### src/rtl/pipeline_pkg.sv
// Shared pipeline types: width defaults, MEM-stage FSM states, MEM/WB bundle.
// Also holds the word-alignment helper used when MEM_ALIGN_CHECK_EN is defined.
package pipeline_pkg;

  localparam int DATA_W_DEF = 32;
  localparam int ADDR_W_DEF = 32;
  localparam int REG_AW_DEF = 5;

  typedef enum logic {
    IDLE = 1'b0,
    BUSY = 1'b1
  } mem_state_e;

  typedef struct packed {
    logic                  valid;
    logic                  regwrite;
    logic [REG_AW_DEF-1:0] rd;
    logic [DATA_W_DEF-1:0] wbdata;
    logic                  exc;
  } memwb_t;

  function automatic logic misaligned(
    input logic [1:0] lo
  );
    return lo != 2'b00;
  endfunction

endpackage

### src/rtl/mem_wb_stage_dmem_req_ctrl.sv
// Data-memory request FSM: request hold registers, writeback holding
// flops and upstream stall generation.
module dmem_req_ctrl
  import pipeline_pkg::*;
#(
  parameter int DATA_W = DATA_W_DEF,
  parameter int ADDR_W = ADDR_W_DEF,
  parameter int REG_AW = REG_AW_DEF
) (
  input  logic              clk,
  input  logic              rst_n,
  input  logic              start_i,
  input  logic [DATA_W-1:0] alu_i,
  input  logic [DATA_W-1:0] wdata_i,
  input  logic              we_i,
  input  logic [REG_AW-1:0] rd_i,
  input  logic              regwrite_i,
  input  logic              memtoreg_i,
  input  logic              dmem_ack_i,
  output logic              busy_o,
  output logic              done_o,
  output logic              mem_stall_o,
  output logic              dmem_req_o,
  output logic              dmem_we_o,
  output logic [ADDR_W-1:0] dmem_addr_o,
  output logic [DATA_W-1:0] dmem_wdata_o,
  output logic [REG_AW-1:0] hold_rd_o,
  output logic              hold_regwrite_o,
  output logic              hold_memtoreg_o,
  output logic [DATA_W-1:0] hold_alu_o
);

  mem_state_e        state_q;
  logic              req_q;
  logic              we_q;
  logic [ADDR_W-1:0] addr_q;
  logic [DATA_W-1:0] wdata_q;
  logic [REG_AW-1:0] rd_q;
  logic              regwrite_q;
  logic              memtoreg_q;
  logic [DATA_W-1:0] alu_q;

  always_ff @(posedge clk or negedge rst_n) begin
    if (!rst_n) begin
      state_q    <= IDLE;
      req_q      <= 1'b0;
      we_q       <= 1'b0;
      addr_q     <= '0;
      wdata_q    <= '0;
      rd_q       <= '0;
      regwrite_q <= 1'b0;
      memtoreg_q <= 1'b0;
      alu_q      <= '0;
    end else begin
      unique case (state_q)
        IDLE: begin
          if (start_i) begin
            state_q    <= BUSY;
            req_q      <= 1'b1;
            we_q       <= we_i;
            addr_q     <= alu_i[ADDR_W-1:0];
            wdata_q    <= wdata_i;
            rd_q       <= rd_i;
            regwrite_q <= regwrite_i;
            memtoreg_q <= memtoreg_i;
            alu_q      <= alu_i;
          end
        end
        BUSY: begin
          if (dmem_ack_i) begin
            state_q <= IDLE;
            req_q   <= 1'b0;
            we_q    <= 1'b0;
          end
        end
        default: begin
          state_q <= IDLE;
          req_q   <= 1'b0;
        end
      endcase
    end
  end

  assign busy_o = (state_q == BUSY);
  assign done_o = busy_o & dmem_ack_i;

  // Hold upstream from the accept cycle until the ack cycle.
  assign mem_stall_o = busy_o ? ~dmem_ack_i : start_i;

  assign dmem_req_o      = req_q;
  assign dmem_we_o       = we_q;
  assign dmem_addr_o     = addr_q;
  assign dmem_wdata_o    = wdata_q;
  assign hold_rd_o       = rd_q;
  assign hold_regwrite_o = regwrite_q;
  assign hold_memtoreg_o = memtoreg_q;
  assign hold_alu_o      = alu_q;

endmodule

### src/rtl/mem_wb_stage.sv
// MEM stage: runs loads/stores over a req/ack port, registers MEM/WB.
// Define MEM_ALIGN_CHECK_EN to trap misaligned accesses into memwb_exc.
module mem_wb_stage
  import pipeline_pkg::*;
#(
  parameter int DATA_W = DATA_W_DEF,
  parameter int ADDR_W = ADDR_W_DEF,
  parameter int REG_AW = REG_AW_DEF
) (
  input  logic              clk,
  input  logic              rst_n,
  input  logic              exmem_valid,
  input  logic [DATA_W-1:0] exmem_aluresult,
  input  logic [DATA_W-1:0] exmem_wdata,
  input  logic [REG_AW-1:0] exmem_rd,
  input  logic              exmem_memread,
  input  logic              exmem_memwrite,
  input  logic              exmem_regwrite,
  input  logic              exmem_memtoreg,
  input  logic              flush,
  output logic              mem_stall,
  output logic              dmem_req,
  output logic              dmem_we,
  output logic [ADDR_W-1:0] dmem_addr,
  output logic [DATA_W-1:0] dmem_wdata,
  input  logic              dmem_ack,
  input  logic [DATA_W-1:0] dmem_rdata,
  output logic              memwb_valid,
  output logic              memwb_regwrite,
  output logic [REG_AW-1:0] memwb_rd,
  output logic [DATA_W-1:0] memwb_wbdata,
  output logic              memwb_exc
);

  logic              accept;
  logic              is_mem;
  logic              mis;
  logic              start;
  logic              busy;
  logic              done;
  logic              idle_alu;
  logic              idle_exc;
  logic [REG_AW-1:0] hold_rd;
  logic              hold_regwrite;
  logic              hold_memtoreg;
  logic [DATA_W-1:0] hold_alu;
  memwb_t            memwb_d;
  memwb_t            memwb_q;

  assign accept = exmem_valid & ~flush;
  assign is_mem = exmem_memread | exmem_memwrite;

`ifdef MEM_ALIGN_CHECK_EN
  assign mis = misaligned(exmem_aluresult[1:0]);
`else
  assign mis = 1'b0;
`endif

  assign start    = ~busy & accept & is_mem & ~mis;
  assign idle_alu = ~busy & accept & ~is_mem;
  assign idle_exc = ~busy & accept & is_mem & mis;

  dmem_req_ctrl #(
    .DATA_W (DATA_W),
    .ADDR_W (ADDR_W),
    .REG_AW (REG_AW)
  ) u_ctrl (
    .clk             (clk),
    .rst_n           (rst_n),
    .start_i         (start),
    .alu_i           (exmem_aluresult),
    .wdata_i         (exmem_wdata),
    .we_i            (exmem_memwrite),
    .rd_i            (exmem_rd),
    .regwrite_i      (exmem_regwrite),
    .memtoreg_i      (exmem_memtoreg),
    .dmem_ack_i      (dmem_ack),
    .busy_o          (busy),
    .done_o          (done),
    .mem_stall_o     (mem_stall),
    .dmem_req_o      (dmem_req),
    .dmem_we_o       (dmem_we),
    .dmem_addr_o     (dmem_addr),
    .dmem_wdata_o    (dmem_wdata),
    .hold_rd_o       (hold_rd),
    .hold_regwrite_o (hold_regwrite),
    .hold_memtoreg_o (hold_memtoreg),
    .hold_alu_o      (hold_alu)
  );

  // Everything outside the three cases is a bubble with regwrite low.
  always_comb begin
    memwb_d = '0;
    unique case (1'b1)
      done: begin
        memwb_d.valid    = 1'b1;
        memwb_d.regwrite = hold_regwrite & ~dmem_we & (|hold_rd);
        memwb_d.rd       = hold_rd;
        memwb_d.wbdata   = hold_memtoreg ? dmem_rdata : hold_alu;
      end
      idle_alu: begin
        memwb_d.valid    = 1'b1;
        memwb_d.regwrite = exmem_regwrite & (|exmem_rd);
        memwb_d.rd       = exmem_rd;
        memwb_d.wbdata   = exmem_aluresult;
      end
      idle_exc: begin
        memwb_d.valid  = 1'b1;
        memwb_d.rd     = exmem_rd;
        memwb_d.wbdata = exmem_aluresult;
        memwb_d.exc    = 1'b1;
      end
      default: begin
        memwb_d = '0;
      end
    endcase
  end

  always_ff @(posedge clk or negedge rst_n) begin
    if (!rst_n) begin
      memwb_q <= '0;
    end else begin
      memwb_q <= memwb_d;
    end
  end

  assign memwb_valid    = memwb_q.valid;
  assign memwb_regwrite = memwb_q.regwrite & memwb_q.valid;
  assign memwb_rd       = memwb_q.rd;
  assign memwb_wbdata   = memwb_q.wbdata;
  assign memwb_exc      = memwb_q.exc;

endmodule

### config.mk
export PLATFORM = sky130hd
export DESIGN_NAME = mem_wb_stage
export DESIGN_NICKNAME = d
export VERILOG_FILES = /design/src/rtl/pipeline_pkg.sv /design/src/rtl/mem_wb_stage_dmem_req_ctrl.sv /design/src/rtl/mem_wb_stage.sv
export SDC_FILE = /design/constraint.sdc
export NUM_CORES = 1
export LEC_CHECK = 0
export CAP_MARGIN = 40
export CORE_AREA = 2 2 163 85
export CTS_CLUSTER_SIZE = 10
export DETAILED_ROUTE_END_ITERATION = 7
export DIE_AREA = 0 0 165 87
export PLACE_DENSITY = 0.79
export REMOVE_ABC_BUFFERS = 1
export SLEW_MARGIN = 15
export SYNTH_ARGS = -nofsm -noshare
export SYNTH_HDL_FRONTEND = slang
export SYNTH_SLANG_ARGS = --single-unit
### constraint.sdc
create_clock -name clk -period 1.57 [get_ports clk]
set_input_delay 0.2355 -clock clk [delete_from_list [all_inputs] [get_ports clk]]
set_output_delay 0.2355 -clock clk [all_outputs]
set_load 0.02 [all_outputs]
* After elaboration in Yosys (flattened, before gate mapping)
Cells that the tools add are included.
** Word-level totals
- Latch bits :: 0
- Output and inout bits :: 107
- Flip-flop bits (word level) :: 113
- Logic and storage cells :: 47
- Bits in read-only memories :: 0
- Memory bits (writable) :: 0
- Memories :: 0
** Operators by class
- Add/sub/neg operators :: 0
- Reductions and logical operators :: 5
- Equal/unequal tests :: 2
- Bitwise logic cells :: 15
- Shift-type cells :: 0
- Div/mod/pow operators :: 0
- Muxes and demuxes :: 13
- $mul :: 0
- Magnitude comparators :: 0
** Operators with widths (count)
- $pmux 37 s2 :: 1
- $mux 32 :: 1
- $reduce_or 5->1 :: 2
- $and 1x1->1 :: 9
- $pmux 1 s2 :: 4
- $mux 1 :: 7
- $not 1->1 :: 5
- $reduce_and 2->1 :: 2
- $ne 2x1->1 const B :: 1
- $ne 2x2->1 const B :: 1
- $reduce_or 2->1 :: 1
- $or 1x1->1 :: 1

* Depth between registers and ports, before layout
Gate-level depths: netlist of the first run.
- Word-level depth :: 6
- Mapped depth :: 6
- Mapped depth without buffers :: 3

* Cells and area by module
Synthesis of the first run repeated with hierarchy kept, for this count alone.
** Unflattened totals
- Cell total of the unflattened synthesis :: 368
- Area total of the unflattened synthesis :: 5477.8 sq um
** By module, submodules not included
- dmem_req_ctrl :: area an instance 3373.2 sq um, instances 1, cells an instance 195, sequential area each 1851.8 sq um
- mem_wb_stage :: area an instance 2104.5 sq um, instances 1, cells an instance 173, sequential area each 975.9 sq um

* Worst setup path before layout of the first run
OpenSTA, ideal clock, no wires.
- Path kind :: reg-to-reg
- Start point :: reg u_ctrl.state_q, in the netlist u_ctrl.busy_o
- End point :: reg u_ctrl.wdata_q[0], in the netlist u_ctrl.dmem_wdata_o[0]
- Path slack :: -119 ps
- Arrival time :: 1562 ps
- Path buffers :: 2
- Stages on the path, launching flop included :: 6
- Setup time :: 128 ps
- Required time :: 1442 ps
- Cells stage by stage :: dfrtp_1 or3b_1 buf_2 nor2_4 buf_4 mux2_1
** On the way
- Cells in the longest elaborated chain, start to end :: 4
** RTL lines
- from (decl) :: RTL line mem_wb_stage_dmem_req_ctrl.sv:33 : mem_state_e state_q;
- from (signal assigned) :: RTL line mem_wb_stage_dmem_req_ctrl.sv:45 : state_q <= IDLE;
- from (signal assigned) :: RTL line mem_wb_stage_dmem_req_ctrl.sv:58 : state_q <= BUSY;
- from (signal assigned) :: RTL line mem_wb_stage_dmem_req_ctrl.sv:71 : state_q <= IDLE;
- $not 1->1 (no line) *
- $and 1x1->1 (2 in a row)
- $reduce_and 2->1 (no line) *
- to (signal assigned) :: RTL line mem_wb_stage_dmem_req_ctrl.sv:62 : wdata_q <= wdata_i;
- to (decl) :: RTL line mem_wb_stage_dmem_req_ctrl.sv:37 : logic [DATA_W-1:0] wdata_q;
Mark *: on every way between the ends. The rest lies on a longest branch, timed or not.
A chain may end at the register's enable or synchronous reset.

* Worst setup path in the final report of the first run
- Start point :: reg u_ctrl.state_q, in the netlist u_ctrl.busy_o
- End point :: reg u_ctrl.wdata_q[22], in the netlist u_ctrl.dmem_wdata_o[22]
The elaborated chain is that of the path after synthesis.

==> flow_summary.yaml, run 1 <==
cells_and_area:
  final_area_mm2: 0.00788
  drive_above_1_share: 0.194
  diodes: 0
  area_delta_synth_final_pct: 64.0
  finalNetCount: 648
die:
  die_y_um: 87
  initial_core_util: 0.367
  dieWidth_um: 165
  ios: 217
  num_rows: 30
  dieArea_mm2: 0.0144
  coreArea_mm2: 0.0131
logic_synthesis:
  synth.cell_area_mm2: 0.00481
  synth_compound_area_frac: 0.0775
  yosys.area_share.simple: 0.0148
  synthDistinctLibCells: 26
  avgSynthCellArea_um2: 14.5
  syn_inst: 332
  synth-adder-area-share: 0
  synth_mux_area_frac: 0.233
  synth_warnings: 0
  ys_ff_latch: 113
  ys_seq_area_frac: 0.588
  synth_xor_area_frac: 0
  synth_top_family_by_area: "multiplexers"
sta:
  period_share: 1.14
  period_needed_ns: 1.79
  rsz0062_at_grt: "true"
  max_freq_ghz: 0.558
  max-slew-margin-rel: 0.602
  setup_ws_ns: -0.221
  fin_hold_ws_ns: 0.421
  setup_tns_ns: -20.00
  finalHoldViolations: 0
  setup_viol_count_final: 110
  fin_skew_ns: 0.0127
  worst_pin_slew_ns: 0.597
  slew_violations: 0
worst_setup_path:
  path_class: "reg -> reg"
  r2r_cells: 6
  regToRegStartpoint: "u_ctrl.busy_o"
  critPathMaxFanout: 20
  rrSetupSlack_ns: -0.22
  crit_path_start: "u_ctrl.busy_o"
  end_kind: "register"
  critPathRequiredTime_ns: 1.83
  crit_chain: "or3b_4, buf_6, nor2_4, buf_12, buf_12, mux2_1"
  crit_path_end: "u_ctrl.dmem_wdata_o[22]"
  worstSetupStartpointType: "register"
  cp.arrival_ns: 2.05
  cpPeakStageDelay_ns: 0.38
  crit_slowest_cell: "or3b_4"
  crit_top_cell: "buf_12"
  rr_endpoint: "u_ctrl.dmem_wdata_o[22]"
drt:
  routed_wl_um: 13600
  drc: 0
  vias: 3438
  final_antenna_net_count: 0
  dr.pass1.iters: 4
  viasPerCell: 4.73
  drt_iter0_markers: 148
  routedWlPerCell_um: 18.6
outcome:
  status: "complete, but fails checks"
  violations: "setup timing"
placement:
  port_buffers: 215
  hpwl_um: 9240
  place.gp.congestion: 0.819
  post_dp_cell_area_mm2: 0.00702
pwr:
  power_uw: 10200
  powerDensity_mw_per_mm2: 1290
  p_leak_uw: 0.00381
  vdd_ir_drop_max_mv: 0.618
hold_path:
  hp-start: "exmem_aluresult[20]"
  hold_path_depth: 2
  holdCritPathClass: "in -> reg"
clock_tree:
  h-tree-depth: 4
  cts_sinks: 113
  cts_tree: "done"
  clockBufferDepth: 2
  cts_buffers: 17
  clk_pin_slew_worst_paths_ns: 0.06
  root_buffer: "clkbuf_16"
  clk_latency_ns: 0.40
run:
  maxCapViolations: 0
global_routing:
  grtUsageTotal: 0.194
  grt_pass1_vias: 3769
  overflow: 0
  antenna_found_initial: 0
  grt_pass1_wl_um: 20800
  grt_max_degree: 114
## metrics by stage
stage          worst slack (ns)   util  std cells
3_3_place_gp             -0.539  0.536        687
6_report                 -0.221  0.602        727
4_1_cts                  -0.254  0.595        731
3_5_place_dp             -0.581  0.536        687
2_1_floorplan            -0.971      -        274
5_1_grt                  -0.265  0.602        727
## registers in the layout, indices dropped and copies added, names as in the netlist
| signal | count |
|---|---|
| memwb_q | 1 |
| u_ctrl.hold_memtoreg_o | 1 |
| u_ctrl.dmem_we_o | 1 |
| u_ctrl.dmem_req_o | 1 |
| u_ctrl.hold_regwrite_o | 1 |
| memwb_wbdata | 32 |
| u_ctrl.hold_alu_o | 32 |
| memwb_rd | 5 |
| memwb_valid | 1 |
| u_ctrl.busy_o | 1 |
| u_ctrl.dmem_wdata_o | 32 |
| u_ctrl.hold_rd_o | 5 |
## layout make-up
cell class	instances	area, um2
clock inverter	9	83.8
timing repair buffer	245	2460
multi-input combinational	158	1810
fill	1050	5220
sequential	113	2830
clock buffer	23	478
inverter	3	11.3
tap	176	220
## what timing repair did
item,in CTS,in global routing
hold buffers,1,0
cloned,4,0
pin swaps,0,2
hold endpoints to repair,113,0
buffers inserted,7,1
gates resized for setup,138,32
endpoints found under the setup margin,204,122
## power by group
part / internal, uW / leakage (uW) / switching [uW]
sequential: 3450 / 0.00141 / 316
combinational: 1350 / 0.00214 / 1450
clock: 2290 / 0.000265 / 1300
## cells in the mapped netlist
library cell	count	area [um2]
o21ai_0	2	10.0
o2bb2ai_1	32	280
nand2_1	1	3.75
mux2i_1	32	320
mux2_1	69	777
o211ai_1	1	7.51
inv_1	3	11.3
or3b_1	1	8.76
mux2_2	2	22.5
buf_2	3	15.0
o2111ai_1	1	8.76
nand2b_1	1	6.26
nor2_4	1	11.3
conb_1	1	3.75
and2_1	2	12.5
o22ai_1	1	6.26
buf_4	48	360
a21o_1	1	7.51
a22o_1	5	43.8
nor2_1	1	3.75
o41ai_1	1	8.76
buf_1	2	7.51
or4_1	2	15.0
clkbuf_1	5	18.8
dfrtp_1	113	2830
nor3_2	1	10.0
## worst min-delay path by stage
stage | slack, ns | end
after floorplan | -0.06 | memwb_q[38]
after global placement | 0.35 | memwb_wbdata[9]
after detailed placement | 0.37 | memwb_wbdata[4]
after CTS | 0.41 | memwb_wbdata[20]
after global routing | 0.41 | memwb_wbdata[28]
final | 0.42 | memwb_wbdata[20]
## metal layers
| layer | part of all wire | vias to the layer above | global-route usage | wire length [um] |
|---|---|---|---|---|
| li1 | - | 1573 | - | - |
| met1 | 0.44 | 1716 | 0.242 | 5900 |
| met2 | 0.46 | 142 | 0.318 | 6300 |
| met3 | 0.097 | 7 | 0.0809 | 1310 |
| met4 | 0.0030 | 0 | 0.0395 | 40 |
| met5 | 0 | - | 0 | 0 |
## logic make-up (layout without fill, tap and decap cells)
group	count (synthesis)	after routing
and+or+nand+nor	10	10
AOI/OAI and AO/OA	44	44
other	1	1
buffers and inverters	61	280
muxes	103	103
DFF	113	113
## worst max-delay path: cells and delay by family, from the launching register on
family / cells / cell delay [ns]
buffers and inverters: 3 / 0.42
DFF: 1 / 0.37
and+or+nand+nor: 2 / 0.50
muxes: 1 / 0.35
## cell usage in the layout, fill, tap and decap left out, drive strengths merged, types with 5 or more instances in the layout
| cell type | instances |
|---|---|
| o2bb2ai | 32 |
| clkbuf | 23 |
| mux2i | 32 |
| mux2 | 71 |
| buf | 31 |
| a22o | 5 |
| clkdlybuf4s50 | 108 |
| dlygate4sd2 | 94 |
| dlymetal6s2s | 11 |
| dfrtp | 113 |
No activity file was read; power rests on OpenSTA's default activity.
==> run 2: changes to the inputs <==
--- a/config.mk
+++ b/config.mk
@@ -5,7 +5,7 @@
 export SDC_FILE = /design/constraint.sdc
 export NUM_CORES = 1
 export LEC_CHECK = 0
-export CAP_MARGIN = 40
+export CAP_MARGIN = 20
 export CORE_AREA = 2 2 163 85
 export CTS_CLUSTER_SIZE = 10
 export DETAILED_ROUTE_END_ITERATION = 7
==> results of run 2 <==
Same layout as run 1: the final DEF is identical, and so are final timing and power.
